**config.mk**
```make
export PLATFORM = sky130hd
export DESIGN_NAME = apb_mem_bridge
export DESIGN_NICKNAME = d
export VERILOG_FILES = /design/src/rtl/apb_mem_bridge.sv
export SDC_FILE = /design/constraint.sdc
export NUM_CORES = 1
export LEC_CHECK = 0
export ABC_AREA = 1
export BUFFER_PORTS_ARGS = -buffer_cell sky130_fd_sc_hd__buf_2
export CAP_MARGIN = 20
export CORE_MARGIN = 1
export CORE_UTILIZATION = 52
export DETAILED_ROUTE_END_ITERATION = 12
export PLACE_DENSITY = 0.85
export SLEW_MARGIN = 20
export SYNTH_ARGS = -nofsm -noshare
export SYNTH_HDL_FRONTEND = slang
export SYNTH_SLANG_ARGS = --single-unit
export TNS_END_PERCENT = 50
```
**constraint.sdc**
```tcl
create_clock -name clk -period 5 [get_ports clk]
set_clock_uncertainty 0.05 [all_clocks]
set_input_delay 1 -clock clk [delete_from_list [all_inputs] [get_ports clk]]
set_output_delay 1 -clock clk [all_outputs]
set_load 0.02 [all_outputs]
```
**src/rtl/apb_mem_bridge.sv**
```systemverilog
// APB3 completer bridging single transfers onto the single-beat req/ready memory
// protocol; decodes word addresses and reports misaligned/out-of-range/timeout errors.
module apb_mem_bridge #(
  parameter int ADDR_W  = 10,
  parameter int DATA_W  = 32,
  parameter int PADDR_W = 16,
  parameter int TIMEOUT = 16
) (
  input  logic               clk,
  input  logic               reset,
  input  logic               psel,
  input  logic               penable,
  input  logic               pwrite,
  input  logic [PADDR_W-1:0] paddr,
  input  logic [DATA_W-1:0]  pwdata,
  output logic [DATA_W-1:0]  prdata,
  output logic               pready,
  output logic               pslverr,
  output logic               req_o,
  output logic               req_rnw_o,
  output logic [ADDR_W-1:0]  req_addr_o,
  output logic [DATA_W-1:0]  req_wdata_o,
  input  logic               req_ready_i,
  input  logic [DATA_W-1:0]  req_rdata_i
);

  localparam logic [1:0] S_IDLE = 2'd0;
  localparam logic [1:0] S_REQ  = 2'd1;
  localparam logic [1:0] S_RESP = 2'd2;

  localparam int CNT_W = (TIMEOUT < 2) ? 1 : $clog2(TIMEOUT);
  localparam logic [CNT_W-1:0] CNT_LAST = CNT_W'(TIMEOUT - 1);

  logic [1:0]       state;
  logic [CNT_W-1:0] cnt;
  logic             misaligned;
  logic             out_of_range;
  logic             dec_err;

  assign misaligned = |paddr[1:0];

  // Bits above the word address must be zero; a fully-mapped APB space has none.
  generate
    if (PADDR_W > ADDR_W + 2) begin : g_range
      assign out_of_range = |paddr[PADDR_W-1:ADDR_W+2];
    end else begin : g_no_range
      assign out_of_range = 1'b0;
    end
  endgenerate

  assign dec_err = misaligned | out_of_range;

  // NOTE: every register here is state, so only non-blocking assignments are used;
  // mixing in blocking assignments would make sibling reads order-dependent.
  always_ff @(posedge clk or negedge reset) begin
    if (!reset) begin
      state       <= S_IDLE;
      cnt         <= '0;
      prdata      <= '0;
      pready      <= 1'b0;
      pslverr     <= 1'b0;
      req_o       <= 1'b0;
      req_rnw_o   <= 1'b0;
      req_addr_o  <= '0;
      req_wdata_o <= '0;
    end else begin
      case (state)
        S_IDLE: begin
          if (psel && penable) begin
            if (dec_err) begin
              pready  <= 1'b1;
              pslverr <= 1'b1;
              prdata  <= '0;
              state   <= S_RESP;
            end else begin
              req_rnw_o   <= ~pwrite;
              req_addr_o  <= paddr[ADDR_W+1:2];
              req_wdata_o <= pwdata;
              req_o       <= 1'b1;
              cnt         <= '0;
              state       <= S_REQ;
            end
          end
        end

        S_REQ: begin
          // A handshake on the same cycle as the last timeout count still wins.
          if (req_o && req_ready_i) begin
            prdata  <= req_rnw_o ? req_rdata_i : '0;
            pslverr <= 1'b0;
            pready  <= 1'b1;
            req_o   <= 1'b0;
            state   <= S_RESP;
          end else if ((TIMEOUT != 0) && (cnt == CNT_LAST)) begin
            prdata  <= '0;
            pslverr <= 1'b1;
            pready  <= 1'b1;
            req_o   <= 1'b0;
            state   <= S_RESP;
          end else begin
            cnt <= cnt + 1'b1;
          end
        end

        S_RESP: begin
          pready  <= 1'b0;
          pslverr <= 1'b0;
          prdata  <= '0;
          cnt     <= '0;
          state   <= S_IDLE;
        end

        default: begin
          state <= S_IDLE;
        end
      endcase
    end
  end

endmodule

```
# After elaboration in Yosys (flattened, before gate mapping)
# Cells that the tools add are included.
op_classes:
  bitwise: 3
  addsub: 1
  reduce_logical: 12
  mux: 28
  n_eq_ne: 9
op_table:
  columns: ["cell", "n"]
  rows:
  - ["32-bit two-way mux", 5]
  - ["32-bit case mux with 3 select lines", 1]
  - ["4-bit two-way mux", 4]
  - ["4-bit case mux with 3 select lines", 1]
  - ["2-bit != test (second input constant)", 5]
  - ["1-bit two-way mux", 9]
  - ["2-bit two-way mux", 4]
  - ["4-bit AND reduction", 2]
  - ["1-bit case mux with 3 select lines", 2]
  - ["5-bit AND reduction", 1]
  - ["4-bit by 1-bit adder with 4-bit output (second input constant)", 1]
  - ["4-bit equality test (second input constant)", 1]
  - ["2-bit case mux with 2 select lines", 1]
  - ["4-bit OR reduction", 1]
  - ["3-bit != test (second input constant)", 1]
  - ["3-bit AND reduction", 1]
  - ["3-bit nonzero test", 1]
  - ["2-bit by 1-bit equality test with 1-bit output (second input constant)", 1]
  - ["2-bit equality test (second input constant)", 1]
  - ["1-bit logical AND", 2]
  - ["2-bit zero test", 1]
  - ["1-bit NOT", 2]
  - ["1-bit case mux with 2 select lines", 1]
  - ["2-bit AND reduction", 1]
  - ["3 further kinds", 3]
totals:
  output_inout_bits: 78
  regBits: 84
  input_bits: 86
  word_cells: 62

# Logic depth before layout (Yosys ltp)
depth:
  ltp_word: 5
  mapped_depth: 11
  ltp_nobuf: 9

# Worst setup path after synthesis
# No wires, ideal clock.
synth_path:
  path_kind: "input to register"
  start: "input port paddr[13]"
  end: "register prdata[0]"
  arrival_ns: 1.777
  stages: 6
  n_path_buf: 2
  slack_ns: 3.056
  t_required_ns: 4.833
  cell_sequence: "nor2_2 > nand4_4 > buf_6 > buf_2 > nand4_1 > nand2_1"
synth_between:
  elab_chain_cells: 4
synth_lines:
  columns: ["element", "line", "rtl"]
  rows:
  - ["start: declaration", "14", "input logic [PADDR_W-1:0] paddr,"]
  - ["4-bit OR reduction", "45", "assign out_of_range = |paddr[PADDR_W-1:ADDR_W+2];"]
  - ["1-bit bitwise OR", "51", "assign dec_err = misaligned | out_of_range;"]
  - ["2-bit != test (no source line)", null, null]
  - ["4-bit AND reduction (no source line)", null, null]
  - ["end signal: assignment", "89", "prdata <= req_rnw_o ? req_rdata_i : '0;"]
  - ["end: declaration", "16", "output logic [DATA_W-1:0] prdata,"]
# Every way passes these cells.
# A chain may end at the register's enable or synchronous reset.

# Worst setup path after layout
layout_path:
  start: "input port req_ready_i"
  end: "register prdata[2]"
layout_between:
  elab_chain_cells: 3
layout_lines:
  columns: ["element", "line", "rtl"]
  rows:
  - ["start: declaration", "23", "input logic req_ready_i,"]
  - ["1-bit logical AND *", "88", "if (req_o && req_ready_i) begin"]
  - ["3-bit != test (no source line) or 32-bit two-way mux (tied branches)", null, null]
  - ["4-bit AND reduction (no source line) or 32-bit case mux with 3 select lines (tied branches)", null, null]
# Every way passes the cells marked *; elsewhere a longest branch is shown, timed or not.

==> qor.yml <==
outcome:
  status: "finished clean"
power:
  pwr-share-clk_pct: 29.5
  p_seq_share_pct: 46.6
  p_sw_share_pct: 33.1
  vdd_drop_max_uv: 187
  power.density_mw_per_mm2: 327
  p_switching_mw: 0.536
  internal-power_mw: 1.08
  p_leak_nw: 2.90
  p_comb_share_pct: 23.9
cells_and_area:
  utilization_pct: 67.2
  finalNetCount: 686
  regArea_mm2: 0.00210
  syn2layout_area_growth_pct: 23.4
  layout-drive-gt1-share_pct: 34.1
  multi_input_area_mm2: 0.00166
  final_cell_mix: "nand2_1, buf_2, dfrtp_1"
  diodes: 0
  mostFrequentLayoutCell: "nand2_1"
  fill_cells: 660
hold_path:
  hold_path_depth: 2
  hold_end: "prdata[28]"
  hold_class: "register to register"
  hold_path_startpoint: "prdata[28]"
worst_setup_path:
  reg2reg_from: "state[0]"
  slowest_stage: "nand3_4"
  max_stage_delay_ns: 0.43
  r2r_setup_slack_ns: 2.65
  worstPathRequired_ns: 5.17
  crit_path_end_kind: "register"
  cp_cell_sequence: "buf_2 > nand2_2 > nand2_2 > nor2_2 > nor2_8 > nand3_4 > nand2_1 > nand2_1"
  critPathArrivalTime_ns: 2.83
  crit_type: "input port to register"
  critPathLaunchType: "input port"
  r2r_end: "prdata[2]"
  crit_fanout: 40
  reg2reg_depth: 7
detailed_routing:
  drc: 0
  met3_length_um: 769
  detail-route-antenna-nets: 0
  routed_wl_mm: 9.53
  dr.pass1.iters: 4
  first_iter_violations: 204
  route.met2.wl_mm: 4.49
  wl_met1_mm: 4.17
  top_layer: "met4"
  post_drt_wl_per_cell_um: 13.7
  num_vias: 3613
  via_per_inst: 5.18
grt:
  grt_antenna_before_repair: 0
  grt_max_degree: 85
  overflow: 0
  grt_pass1_vias: 3427
  grt_pass1_wl_mm: 15.7
  grt_use_total_pct: 23.9
timing:
  worst_slack_ns: 2.35
  hold_ws_ns: 0.421
  hold_viol_final: 0
  final.min_clock_period_ns: 2.65
  fmax_ghz: 0.377
  period_share_pct: 53.1
  tightestPinTransition_ns: 1.03
  rsz0062_at_grt: "false"
  setup_tns_ns: 0
  drv_slew: 0
  setup_violations: 0
  max-slew-margin-rel_pct: 31.0
cts:
  numCtsBuffers: 9
  cts.sinks: 84
  cts-resized-gates: 0
  cts_max_path_buffers: 2
  cts_tree: "done"
  clk_pin_slew_worst_paths_ns: 0.08
  root_buffer: "clkbuf_8"
  ctsHoldBuffers: 0
  cts_setup_buffers: 0
  h-tree-depth: 3
  insertion_delay_ns: 0.34
floorplanning:
  coreArea_mm2: 0.00737
  dieArea_mm2: 0.00807
  pin_count: 164
  die_w_um: 89.9
  start_util_pct: 54.5
  rows: 31
  die_h_um: 89.9
synth:
  syn_nets: 543
  ys_warn_count: 0
  synth_flop_cell: "dfrtp_1"
  ys_types: 24
  synth_top_area_share_pct: 52.4
  synth_cells: 452
  synth_edf_count: 0
  avgSynthCellArea_um2: 8.88
  yosysTopAreaCell: "dfrtp_1"
  synth-async-reset-ratio_pct: 100
  ys_seq_area_share_pct: 52.4
  syn_area_mm2: 0.00401
  synthTopCellsByArea: "dfrtp_1, nand2_1, nor3b_1, o21ai_0, nand4_1"
  ys_ff_latch: 84
job:
  drv_cap: 0
place:
  place_worst_setup_slack_ns: 1.98
  place_congestion: 0.821
  place_hpwl_mm: 6.36
  port_buffers: 163
[cells in the mapped netlist, types with 2 or more instances]
cell / count
clkbuf_1: 16
nor3b_1: 32
nor2_1: 8
inv_2: 2
nor2_2: 4
ha_1: 5
buf_2: 6
inv_1: 8
dfrtp_1: 84
nand4_1: 36
nand3_1: 7
o21ai_0: 46
nor2_4: 2
nand2_1: 166
buf_6: 9
nand2_2: 13
[worst max-delay path by stage]
stage | endpoint | slack (ns) | start | depth (start not counted)
6_report | prdata[2] | 2.35 | req_ready_i | 8
4_1_cts | prdata[2] | 2.35 | req_ready_i | 8
3_5_place_dp | prdata[17] | 1.98 | req_ready_i | 8
5_1_grt | prdata[2] | 2.10 | req_ready_i | 8
2_1_floorplan | prdata[0] | 3.06 | paddr[13] | 6
3_3_place_gp | prdata[0] | 2.09 | req_ready_i | 8
[cells by family (layout without fill, tap and decap cells)]
group,after synthesis,after routing,share of synthesized area (%)
AOI/OAI and AO/OA,47,47,6.14
DFF,84,84,52.4
and+or+nand+nor,272,272,33.6
adders and majority gates,5,5,1.56
buffers and inverters,44,191,6.36
[metal layers]
metal / global-route usage [%] / vias to the layer above
met5: 0 / -
met4: 8.20 / 0
met3: 6.09 / 9
met2: 39.4 / 147
met1: 30.8 / 1687
li1: - / 1770
[metrics by stage]
| stage | cells | total power, mW | cell area (µm²) |
|---|---|---|---|
| 2_1_floorplan | 452 | 1.06 | 4010 |
| 3_3_place_gp | 683 | 1.14 | 4760 |
| 3_5_place_dp | 683 | 1.16 | 4760 |
| 4_1_cts | 698 | 1.63 | 4950 |
| 5_1_grt | 698 | 1.71 | 4950 |
| 6_report | 698 | 1.62 | 4950 |
[layout make-up]
| type | count | area share [%] |
|---|---|---|
| flip-flops and latches | 84 | 42.4 |
| clock inverters | 4 | 1.01 |
| inverters | 11 | 0.834 |
| repair buffers | 165 | 16.9 |
| clock buffers | 11 | 2.85 |
| multi-input cells | 324 | 33.5 |
| well taps | 99 | 2.50 |
[power groups by stage]
stage          combinational [mW]  sequential (mW)  clock, mW
2_1_floorplan               0.239            0.819          0
3_3_place_gp                0.379            0.765          0
3_5_place_dp                0.390            0.767          0
4_1_cts                     0.391            0.755      0.485
5_1_grt                     0.432            0.761      0.513
6_report                    0.387            0.755      0.478
[worst max-delay path, delay by kind of cell]
family | cells | cell delay, ns
buffers and inverters | 1 | 0.09
AND/OR/NAND/NOR | 7 | 1.72
[state kept, by name, summed over array words and instances, names as in the netlist]
signal / count
pready: 1
req_addr_o: 10
pslverr: 1
req_o: 1
cnt: 4
state: 2
req_wdata_o: 32
prdata: 32
req_rnw_o: 1
No activity file was read; power rests on OpenSTA's default activity.
